--- src/rtl/fetch_pc_ctrl_pkg.sv ---
// Shared definitions for the fetch-stage PC controller.
// Holds the fetch state encoding, the NOP instruction word, the default
// reset PC and exception vector, and a small alignment helper.
// The optional misaligned-target check is enabled by the macro
// FETCH_ALIGN_CHECK_EN (see fetch_pc_ctrl.sv).
package fetch_pc_ctrl_pkg;

  typedef enum logic [1:0] {
    IDLE = 2'd0,
    REQ  = 2'd1,
    HOLD = 2'd2
  } fetchState_e;

  localparam logic [31:0] NOP_INSTR          = 32'h0000_0000;
  localparam logic [31:0] DEFAULT_RESET_PC   = 32'h0000_0000;
  localparam logic [31:0] DEFAULT_EXC_VECTOR = 32'h0000_0180;

  // A fetch address is word aligned only when its two low bits are zero.
  function automatic logic isMisaligned(input logic [31:0] addr);
    return addr[1:0] != 2'b00;
  endfunction

endpackage

--- src/rtl/fetch_pc_ctrl_if_id_reg.sv ---
// IF/ID pipeline register.
// Ports:
//   clk_i, rst_i      clock and synchronous active-high reset
//   load_i            capture instr_i/pc4_i and mark the entry live
//   clear_i           drop the entry (bubble or flush): valid=0, instr=NOP
//   instr_i, pc4_i    instruction word and its PC+4
//   valid_o           entry holds a live instruction
//   instr_o, pc4_o    registered instruction and PC+4
// With neither load_i nor clear_i the contents are held (stall).
module if_id_reg
  import fetch_pc_ctrl_pkg::*;
(
  input  logic        clk_i,
  input  logic        rst_i,
  input  logic        load_i,
  input  logic        clear_i,
  input  logic [31:0] instr_i,
  input  logic [31:0] pc4_i,
  output logic        valid_o,
  output logic [31:0] instr_o,
  output logic [31:0] pc4_o
);

  logic        valid_q;
  logic [31:0] instr_q;
  logic [31:0] pc4_q;

  // Clear wins over load so a flush can never let a stale word through.
  // A cleared entry always shows NOP so downstream decode sees a harmless
  // instruction whenever valid is low. PC+4 is left alone on clear because
  // it is only meaningful alongside a live instruction.
  always_ff @(posedge clk_i) begin
    if (rst_i) begin
      valid_q <= 1'b0;
      instr_q <= NOP_INSTR;
      pc4_q   <= 32'h0;
    end else if (clear_i) begin
      valid_q <= 1'b0;
      instr_q <= NOP_INSTR;
    end else if (load_i) begin
      valid_q <= 1'b1;
      instr_q <= instr_i;
      pc4_q   <= pc4_i;
    end
  end

  assign valid_o = valid_q;
  assign instr_o = instr_q;
  assign pc4_o   = pc4_q;

endmodule

--- src/rtl/fetch_pc_ctrl.sv ---
// Fetch-stage PC register and next-PC control.
// Ports:
//   clk, rst                 clock and synchronous active-high reset
//   stall                    hazard unit hold of IF/ID and PC
//   branch_taken/_target     ID-stage taken branch and its destination
//   jump/jump_target         ID-stage jump and its destination
//   pc_plus4                 PC+4 from the external incrementer
//   pc                       current PC (incrementer input, imem address)
//   imem_req/ack/rdata       instruction memory handshake
//   if_valid/instr/pc4       IF/ID pipeline register outputs
//   addr_err                 one-cycle pulse on a misaligned redirect
// Optional feature macro FETCH_ALIGN_CHECK_EN: misaligned redirect targets
// are replaced by EXC_VECTOR and flagged on addr_err. Without it targets
// are used verbatim and addr_err stays 0.
module fetch_pc_ctrl
  import fetch_pc_ctrl_pkg::*;
#(
  parameter logic [31:0] RESET_PC   = DEFAULT_RESET_PC,
  parameter logic [31:0] EXC_VECTOR = DEFAULT_EXC_VECTOR
) (
  input  logic        clk,
  input  logic        rst,
  input  logic        stall,
  input  logic        branch_taken,
  input  logic [31:0] branch_target,
  input  logic        jump,
  input  logic [31:0] jump_target,
  input  logic [31:0] pc_plus4,
  output logic [31:0] pc,
  output logic        imem_req,
  input  logic        imem_ack,
  input  logic [31:0] imem_rdata,
  output logic        if_valid,
  output logic [31:0] if_instr,
  output logic [31:0] if_pc4,
  output logic        addr_err
);

  fetchState_e state_q;
  logic [31:0] pc_q;
  logic        imemReq_q;
  logic        addrErr_q;
  logic [31:0] skidInstr_q;
  logic [31:0] skidPc4_q;

  logic        redirect;
  logic [31:0] target;
  logic [31:0] redirectPc;
  logic        misaligned;
  logic        loadIfId;
  logic        clearIfId;
  logic [31:0] ifIdInstr;
  logic [31:0] ifIdPc4;

  // Pick the redirect source: jump beats a taken branch.
  always_comb begin
    redirect = jump | branch_taken;
    target   = jump ? jump_target : branch_target;
  end

`ifdef FETCH_ALIGN_CHECK_EN
  // Misaligned destinations are steered to the exception vector.
  assign misaligned = redirect && isMisaligned(target);
  assign redirectPc = misaligned ? EXC_VECTOR : target;
`else
  logic unusedExcVector;
  assign unusedExcVector = ^EXC_VECTOR;
  assign misaligned      = 1'b0;
  assign redirectPc      = target;
`endif

  // IF/ID control. A redirect flushes regardless of stall and any ack in
  // that cycle is dropped. Otherwise IF/ID loads either the live imem word
  // (REQ with ack) or the skid buffer (HOLD), but only when not stalled.
  // A REQ cycle without ack and without stall inserts a bubble.
  always_comb begin
    loadIfId  = 1'b0;
    clearIfId = 1'b0;
    ifIdInstr = imem_rdata;
    ifIdPc4   = pc_plus4;
    if (redirect) begin
      clearIfId = 1'b1;
    end else if (!stall) begin
      if (state_q == REQ) begin
        loadIfId  = imem_ack;
        clearIfId = !imem_ack;
      end else if (state_q == HOLD) begin
        loadIfId  = 1'b1;
        ifIdInstr = skidInstr_q;
        ifIdPc4   = skidPc4_q;
      end
    end
  end

  // Fetch FSM with registered PC, request and error outputs. A stalled ack
  // parks the word and its PC+4 in the skid buffer and drops the request
  // until the stall releases; the parked PC+4 then becomes the new PC. A
  // redirect from any state restarts fetching at the target and discards
  // whatever the skid buffer held.
  always_ff @(posedge clk) begin
    if (rst) begin
      state_q     <= IDLE;
      pc_q        <= RESET_PC;
      imemReq_q   <= 1'b0;
      addrErr_q   <= 1'b0;
      skidInstr_q <= NOP_INSTR;
      skidPc4_q   <= 32'h0;
    end else begin
      addrErr_q <= misaligned;
      if (redirect) begin
        state_q     <= REQ;
        pc_q        <= redirectPc;
        imemReq_q   <= 1'b1;
        skidInstr_q <= NOP_INSTR;
        skidPc4_q   <= 32'h0;
      end else begin
        unique case (state_q)
          IDLE: begin
            state_q   <= REQ;
            imemReq_q <= 1'b1;
          end
          REQ: begin
            if (imem_ack) begin
              if (stall) begin
                state_q     <= HOLD;
                imemReq_q   <= 1'b0;
                skidInstr_q <= imem_rdata;
                skidPc4_q   <= pc_plus4;
              end else begin
                pc_q <= pc_plus4;
              end
            end
          end
          HOLD: begin
            if (!stall) begin
              state_q   <= REQ;
              imemReq_q <= 1'b1;
              pc_q      <= skidPc4_q;
            end
          end
          default: begin
            state_q   <= IDLE;
            imemReq_q <= 1'b0;
          end
        endcase
      end
    end
  end

  if_id_reg u_if_id_reg (
    .clk_i   (clk),
    .rst_i   (rst),
    .load_i  (loadIfId),
    .clear_i (clearIfId),
    .instr_i (ifIdInstr),
    .pc4_i   (ifIdPc4),
    .valid_o (if_valid),
    .instr_o (if_instr),
    .pc4_o   (if_pc4)
  );

  assign pc       = pc_q;
  assign imem_req = imemReq_q;
  assign addr_err = addrErr_q;

endmodule

--- config.mk ---
export PLATFORM = sky130hd
export DESIGN_NAME = fetch_pc_ctrl
export DESIGN_NICKNAME = d
export VERILOG_FILES = /design/src/rtl/fetch_pc_ctrl_pkg.sv /design/src/rtl/fetch_pc_ctrl_if_id_reg.sv /design/src/rtl/fetch_pc_ctrl.sv
export SDC_FILE = /design/constraint.sdc
export NUM_CORES = 1
export LEC_CHECK = 0
export CAP_MARGIN = 20
export CORE_MARGIN = 5
export CORE_UTILIZATION = 35
export DETAILED_ROUTE_END_ITERATION = 7
export GPL_TIMING_DRIVEN = 0
export PLACE_DENSITY = 0.63
export SLEW_MARGIN = 20
export SYNTH_ARGS = -nofsm -noshare
export SYNTH_HDL_FRONTEND = slang
export SYNTH_SLANG_ARGS = --single-unit
--- constraint.sdc ---
create_clock -name clk -period 2.05 [get_ports clk]
set_clock_uncertainty 0.15 [all_clocks]
set_input_delay 0.41 -clock clk [delete_from_list [all_inputs] [get_ports clk]]
set_output_delay 0.41 -clock clk [all_outputs]
set_load 0.1 [all_outputs]
==> results of run 1 <==
## flip-flops by register name, summed over array words and instances, names as in the netlist
signal	flops
state_q	2
skidInstr_q	32
u_if_id_reg.pc4_o	32
pc	32
u_if_id_reg.instr_o	32
u_if_id_reg.valid_o	1
skidPc4_q	32
imem_req	1
## Yosys cell counts
cell / number / area [sq um]
nor3_1: 1 / 5.000
buf_4: 4 / 30.03
a21o_1: 2 / 15.01
clkbuf_1: 47 / 176.4
nor2_1: 86 / 322.8
or3b_2: 1 / 8.760
o2bb2ai_1: 14 / 122.6
a21oi_1: 69 / 345.3
or3_4: 1 / 11.26
buf_1: 2 / 7.510
dfxtp_1: 164 / 3283
conb_1: 1 / 3.750
mux2i_1: 49 / 490.5
o31ai_1: 1 / 7.510
a22o_1: 32 / 280.3
a21oi_4: 1 / 16.27
or2_2: 1 / 6.260
or2_1: 1 / 6.260
a221oi_1: 32 / 280.3
o22ai_1: 4 / 25.02
o21ai_0: 44 / 220.2
a211oi_1: 49 / 367.9
nand3b_1: 1 / 7.510
buf_2: 20 / 100.1
nor4_2: 1 / 12.51
nand2b_1: 2 / 12.51
nor2b_1: 1 / 6.260
nand2_1: 133 / 499.2
inv_1: 32 / 120.1
or3_1: 12 / 75.07
buf_6: 1 / 11.26
a2bb2o_1: 1 / 10.01
## what timing repair did
| item | CTS | global route |
|---|---|---|
| endpoints found under the setup margin | 250 | 139 |
| setup buffers | 0 | 1 |
| pin swaps | 0 | 0 |
| resized for setup | 314 | 21 |
## worst paths after layout
path | slack, ps | cells past startpoint | start | end
setup / recovery | 60 | 6 | imem_ack | u_if_id_reg.instr_o[19]$_SDFFE_PP0P_
hold / removal | 110 | 3 | stall | state_q[1]$_SDFFE_PP0P_
setup reg to reg | 120 | 5 | state_q[1]$_SDFFE_PP0P_ | u_if_id_reg.instr_o[19]$_SDFFE_PP0P_
hold reg to reg | 300 | 2 | skidInstr_q[13]$_SDFFE_PP0P_ | skidInstr_q[13]$_SDFFE_PP0P_
## through the flow
stage,cells,hold slack [ps]
global route,1334,114.7
global placement,1303,287.1
floorplan,810,282.0
detailed placement,1303,295.1
CTS,1333,72.17
finish,1334,106.7
## power breakdown
group,switching (mW),leakage (nW),internal (mW),total (mW)
clock network,1.33,0.303,2.06,3.39
registers,0.0485,1.33,3.27,3.32
logic,0.956,2.33,0.484,1.44
total,2.33,3.96,5.81,8.15
## logic make-up after synthesis
kind of cell | Yosys count
DFF | 164
buffers and inverters | 106
AOI/OAI and AO/OA | 249
muxes | 49
and+or+nand+nor | 241
other | 1
## layout make-up
cell class / instances / area [sq um] / share of cell area
multi-input cells: 540 / 3223 / 0.3110
inverters: 32 / 120.1 / 0.01159
clock buffers: 22 / 484.2 / 0.04672
well taps: 265 / 331.6 / 0.03199
plain buffers: 72 / 351.6 / 0.03392
clock inverters: 10 / 145.1 / 0.01400
flip-flops and latches: 164 / 3284 / 0.3169
repair buffers: 229 / 2424 / 0.2339
## layer usage
metal	wire length, um	vias up	GRT usage
li1	-	3339	-
met1	10120	3018	0.2534
met2	11090	219	0.3467
met3	2022	23	0.06623
met4	279	2	0.05444
met5	11	-	0
## worst max-delay path, delay by kind of cell
kind	cells	cell delay (ps)
buffers and inverters	2	740
AND/OR/NAND/NOR	2	570
AO/OA/AOI/OAI	2	460
==> flow_summary.json, run 1 <==
{
  "cp_slowest_stage_delay_ps": 530,
  "min_path_type": "in -> reg",
  "die_area_sq_mm": 0.02258,
  "area_growth_pct": 50.49,
  "ys_types": 32,
  "synth_top_family_by_area": "compound AO/OA/AOI/OAI gates",
  "powerDensity_mw_per_mm2": 786.1,
  "tns_ps": 0,
  "drc": 0,
  "clock-sinks": 164,
  "total_power_mw": 8.147,
  "grt_start_max_net_pins": 17,
  "layout_common_cells": "163 x dfxtp_1, 133 x nand2_1, 129 x clkdlybuf4s50_1",
  "crit_required_ps": 2250,
  "io_buffer_count": 228,
  "tightest_slew_ps": 740.9,
  "vias": 6601,
  "cts_tree": "built",
  "maxCapViolCount": 0,
  "drt-initial-drc-count": 288,
  "critical_path_class": "in -> reg",
  "ant_nets": 0,
  "gp_congestion": 0.7943,
  "worstSkewPairLatency_ps": 420,
  "initial_utilization": 0.3550,
  "fin_ws_ps": 57.08,
  "wl_per_cell_um": 17.63,
  "cp_cell_sequence": "clkdlybuf4s50_1 > nand3b_1 > a21o_2 > or2_1 > buf_4 > o2bb2ai_1",
  "clkTransAtPathRegs_ps": 60,
  "period_minus_slack_ps": 1993,
  "grt_pass1_wl_mm": 36.43,
  "startpoint_type": "primary input",
  "ys_seq_area_frac": 0.4767,
  "yosys.area_share.adder": 0,
  "hold_viol_final": 0,
  "avgSynthCellArea_sq_um": 8.502,
  "cp_max_fo": 10,
  "max_freq_mhz": 501.8,
  "synthXorXnorAreaFrac": 0,
  "clock_path_buffers": 2,
  "routed_wl_mm": 23.52,
  "fill_cells": 1837,
  "setup_violations": 0,
  "root_buffer": "clkbuf_16",
  "fin_crit_sh": 0.9722,
  "place_ws_ps": -662.0,
  "netlist_area_sq_mm": 0.006887,
  "fin_nets": 1190,
  "muxShareOfSynthArea": 0.07122,
  "slowest_stage": "clkdlybuf4s50_1",
  "end_kind": "flop",
  "grt.overflow.total": 0,
  "grt_antenna_before_repair": 1,
  "htreeDepth": 4,
  "rows": 51,
  "layout-drive-gt1-share": 0.1693,
  "placed_area_sq_mm": 0.009500,
  "synth-seq-cells": 164,
  "grt_pass1_vias": 6636,
  "yosys.area_share.simple": 0.1414,
  "die_w_um": 150.3,
  "dr.pass1.iters": 5,
  "slew_headroom": 0.5061,
  "grt.total_usage": 0.2056,
  "via_per_inst": 4.948,
  "ys_warn_count": 0,
  "diodes": 0,
  "dp_hpwl_mm": 18.25,
  "peakVddDrop_mv": 0.5608,
  "final_common_cell": "dfxtp_1",
  "ctsHoldBuffers": 0,
  "synth_compound_area_frac": 0.2455,
  "io_pins": 233,
  "status": "completed",
  "finalMaxSlewViolations": 0,
  "die_h_um": 150.3,
  "design_area_sq_mm": 0.01036,
  "p_leak_nw": 3.964,
  "numCtsBuffers": 17,
  "syn_nets": 944,
  "synth_cells": 810,
  "worstPathArrival_ps": 2190,
  "core_area_sq_mm": 0.01940,
  "final_core_util": 0.5342
}
No activity file was read; power rests on OpenSTA's default activity.
==> run 2, diff against run 1 <==
--- a/config.mk
+++ b/config.mk
@@ -10,6 +10,7 @@
 export CORE_UTILIZATION = 35
 export DETAILED_ROUTE_END_ITERATION = 7
 export GPL_TIMING_DRIVEN = 0
+export MAX_ROUTING_LAYER = met4
 export PLACE_DENSITY = 0.63
 export SLEW_MARGIN = 20
 export SYNTH_ARGS = -nofsm -noshare
==> run 2 against run 1 <==
Die area unchanged; register-to-register slack about the same; clock power about the same; worst setup slack improved by 16 ps; sequential power about the same; routed wire length about the same; non-clock buffer count unchanged; via count decreased by 0.73%; critical path type unchanged; largest cell class unchanged.
==> flow_summary.json, run 2 (synthesis results as in run 1) <==
{
  "worstSkewPairLatency_ps": 420,
  "die_h_um": 150.3,
  "ctsHoldBuffers": 0,
  "cp_max_fo": 10,
  "slew_headroom": 0.4885,
  "setup_violations": 0,
  "powerDensity_mw_per_mm2": 785.5,
  "critical_path_buf_inv_count": 2,
  "routed_wl_mm": 23.53,
  "finalMaxSlewViolations": 0,
  "cp_slowest_stage_delay_ps": 530,
  "die_area_sq_mm": 0.02258,
  "drc": 0,
  "crit_family": "compound AO/OA/AOI/OAI gates",
  "period_minus_slack_ps": 1977,
  "crit_required_ps": 2270,
  "dp_hpwl_mm": 18.25,
  "die_w_um": 150.3,
  "area_growth_pct": 50.53,
  "startpoint_type": "primary input",
  "cts_tree": "built",
  "fin_crit_sh": 0.9643,
  "htreeDepth": 4,
  "root_buffer": "clkbuf_16",
  "tightest_slew_ps": 767.2,
  "maxCapViolCount": 0,
  "vias": 6553,
  "grt_antenna_before_repair": 1,
  "grt_start_max_net_pins": 17,
  "drt-initial-drc-count": 264,
  "min_path_type": "in -> reg",
  "via_per_inst": 4.909,
  "max_freq_mhz": 505.9,
  "wl_per_cell_um": 17.62,
  "initial_utilization": 0.3550,
  "status": "completed",
  "total_power_mw": 8.143,
  "cp_cell_sequence": "clkdlybuf4s50_1 > nand3b_1 > a21o_2 > clkbuf_4 > o21ai_0 > a22o_1",
  "hold_viol_final": 0,
  "layout-drive-gt1-share": 0.1693,
  "numCtsBuffers": 17,
  "grt.total_usage": 0.2113,
  "design_area_sq_mm": 0.01037,
  "gp_congestion": 0.8056,
  "grt_pass1_wl_mm": 36.39,
  "peakVddDrop_mv": 0.5562,
  "slowest_stage": "clkdlybuf4s50_1",
  "core_area_sq_mm": 0.01940,
  "p_leak_nw": 3.964,
  "clkTransAtPathRegs_ps": 60,
  "clock_path_buffers": 2,
  "io_buffer_count": 228,
  "placed_area_sq_mm": 0.009500,
  "grt.overflow.total": 0,
  "clock-sinks": 164,
  "dr.pass1.iters": 4,
  "fin_nets": 1190,
  "final_common_cell": "dfxtp_1",
  "io_pins": 233,
  "rows": 51,
  "layout_common_cells": "163 x dfxtp_1, 133 x nand2_1, 129 x clkdlybuf4s50_1",
  "ant_nets": 0,
  "worstPathArrival_ps": 2190,
  "hold_slack_ps": 106.3,
  "end_kind": "flop",
  "grt_pass1_vias": 6641,
  "critical_path_class": "in -> reg"
}
[run 2: cell types whose count changed in the layout (fill, tap and decap cells not counted)]
cell and delta:
diode_2 +1
[run 2: per-layer routing]
metal / up-vias / global-route usage / wire length, um
met4: 0 / 0.05444 / 239
met2: 198 / 0.3463 / 11080
met1: 3000 / 0.2526 / 10300
met3: 18 / 0.06713 / 1910
met5: - / - / 0
li1: 3337 / - / -
[run 2: timing repair]
item	4_1_cts	5_1_grt
endpoints found under the setup margin	250	139
pin swaps	0	0
setup buffers	0	1
gates resized for setup	314	21
[run 2: worst paths after layout]
path | from | end | slack [ps] | depth (start not counted)
hold reg to reg | skidInstr_q[19]$_SDFFE_PP0P_ | skidInstr_q[19]$_SDFFE_PP0P_ | 300 | 2
setup reg to reg | state_q[0]$_SDFFE_PP0P_ | pc[0]$_SDFFE_PP0P_ | 130 | 6
hold / removal | stall | state_q[1]$_SDFFE_PP0P_ | 110 | 3
setup / recovery | imem_ack | pc[15]$_SDFFE_PP0P_ | 70 | 6
[run 2: area by class of cell]
type                       count  area [sq um]
buffer                        72         351.6
antenna                        1         2.502
fill                        1836          9032
clock inverter                10         145.1
tap                          265         331.6
clock buffer                  22         484.2
sequential                   164          3284
timing repair buffer         229          2424
multi-input combinational    540          3223
inverter                      32         120.1
[run 2: worst min-delay path: cells and delay by family]
kind	cells	cell delay, ps
compound gates	1	40
buf+inv	1	110
simple gates	1	60
[run 2: report_power, final]
group | total, mW | internal, mW | leakage (nW) | switching, mW
sequential | 3.32 | 3.27 | 1.33 | 0.0482
clock | 3.38 | 2.06 | 0.303 | 1.32
combinational | 1.44 | 0.484 | 2.33 | 0.956
[run 2: through the flow]
stage	setup WS [ps]	cells	TNS [ps]	utilization
5_1_grt	-17.24	1335	-76.32	0.5344
3_3_place_gp	-670.5	1303	-86270	0.4897
4_1_cts	46.44	1333	0	0.5313
6_report	73.26	1335	0	0.5344
3_5_place_dp	-662.0	1303	-86280	0.4897
2_1_floorplan	159.2	810	0	-
==> run 3, diff against run 2 <==
--- a/config.mk
+++ b/config.mk
@@ -12,7 +12,6 @@
 export GPL_TIMING_DRIVEN = 0
 export MAX_ROUTING_LAYER = met4
 export PLACE_DENSITY = 0.63
-export SLEW_MARGIN = 20
 export SYNTH_ARGS = -nofsm -noshare
 export SYNTH_HDL_FRONTEND = slang
 export SYNTH_SLANG_ARGS = --single-unit
==> results of run 3 <==
The final DEF is identical to that of run 2; final timing and power are the same.
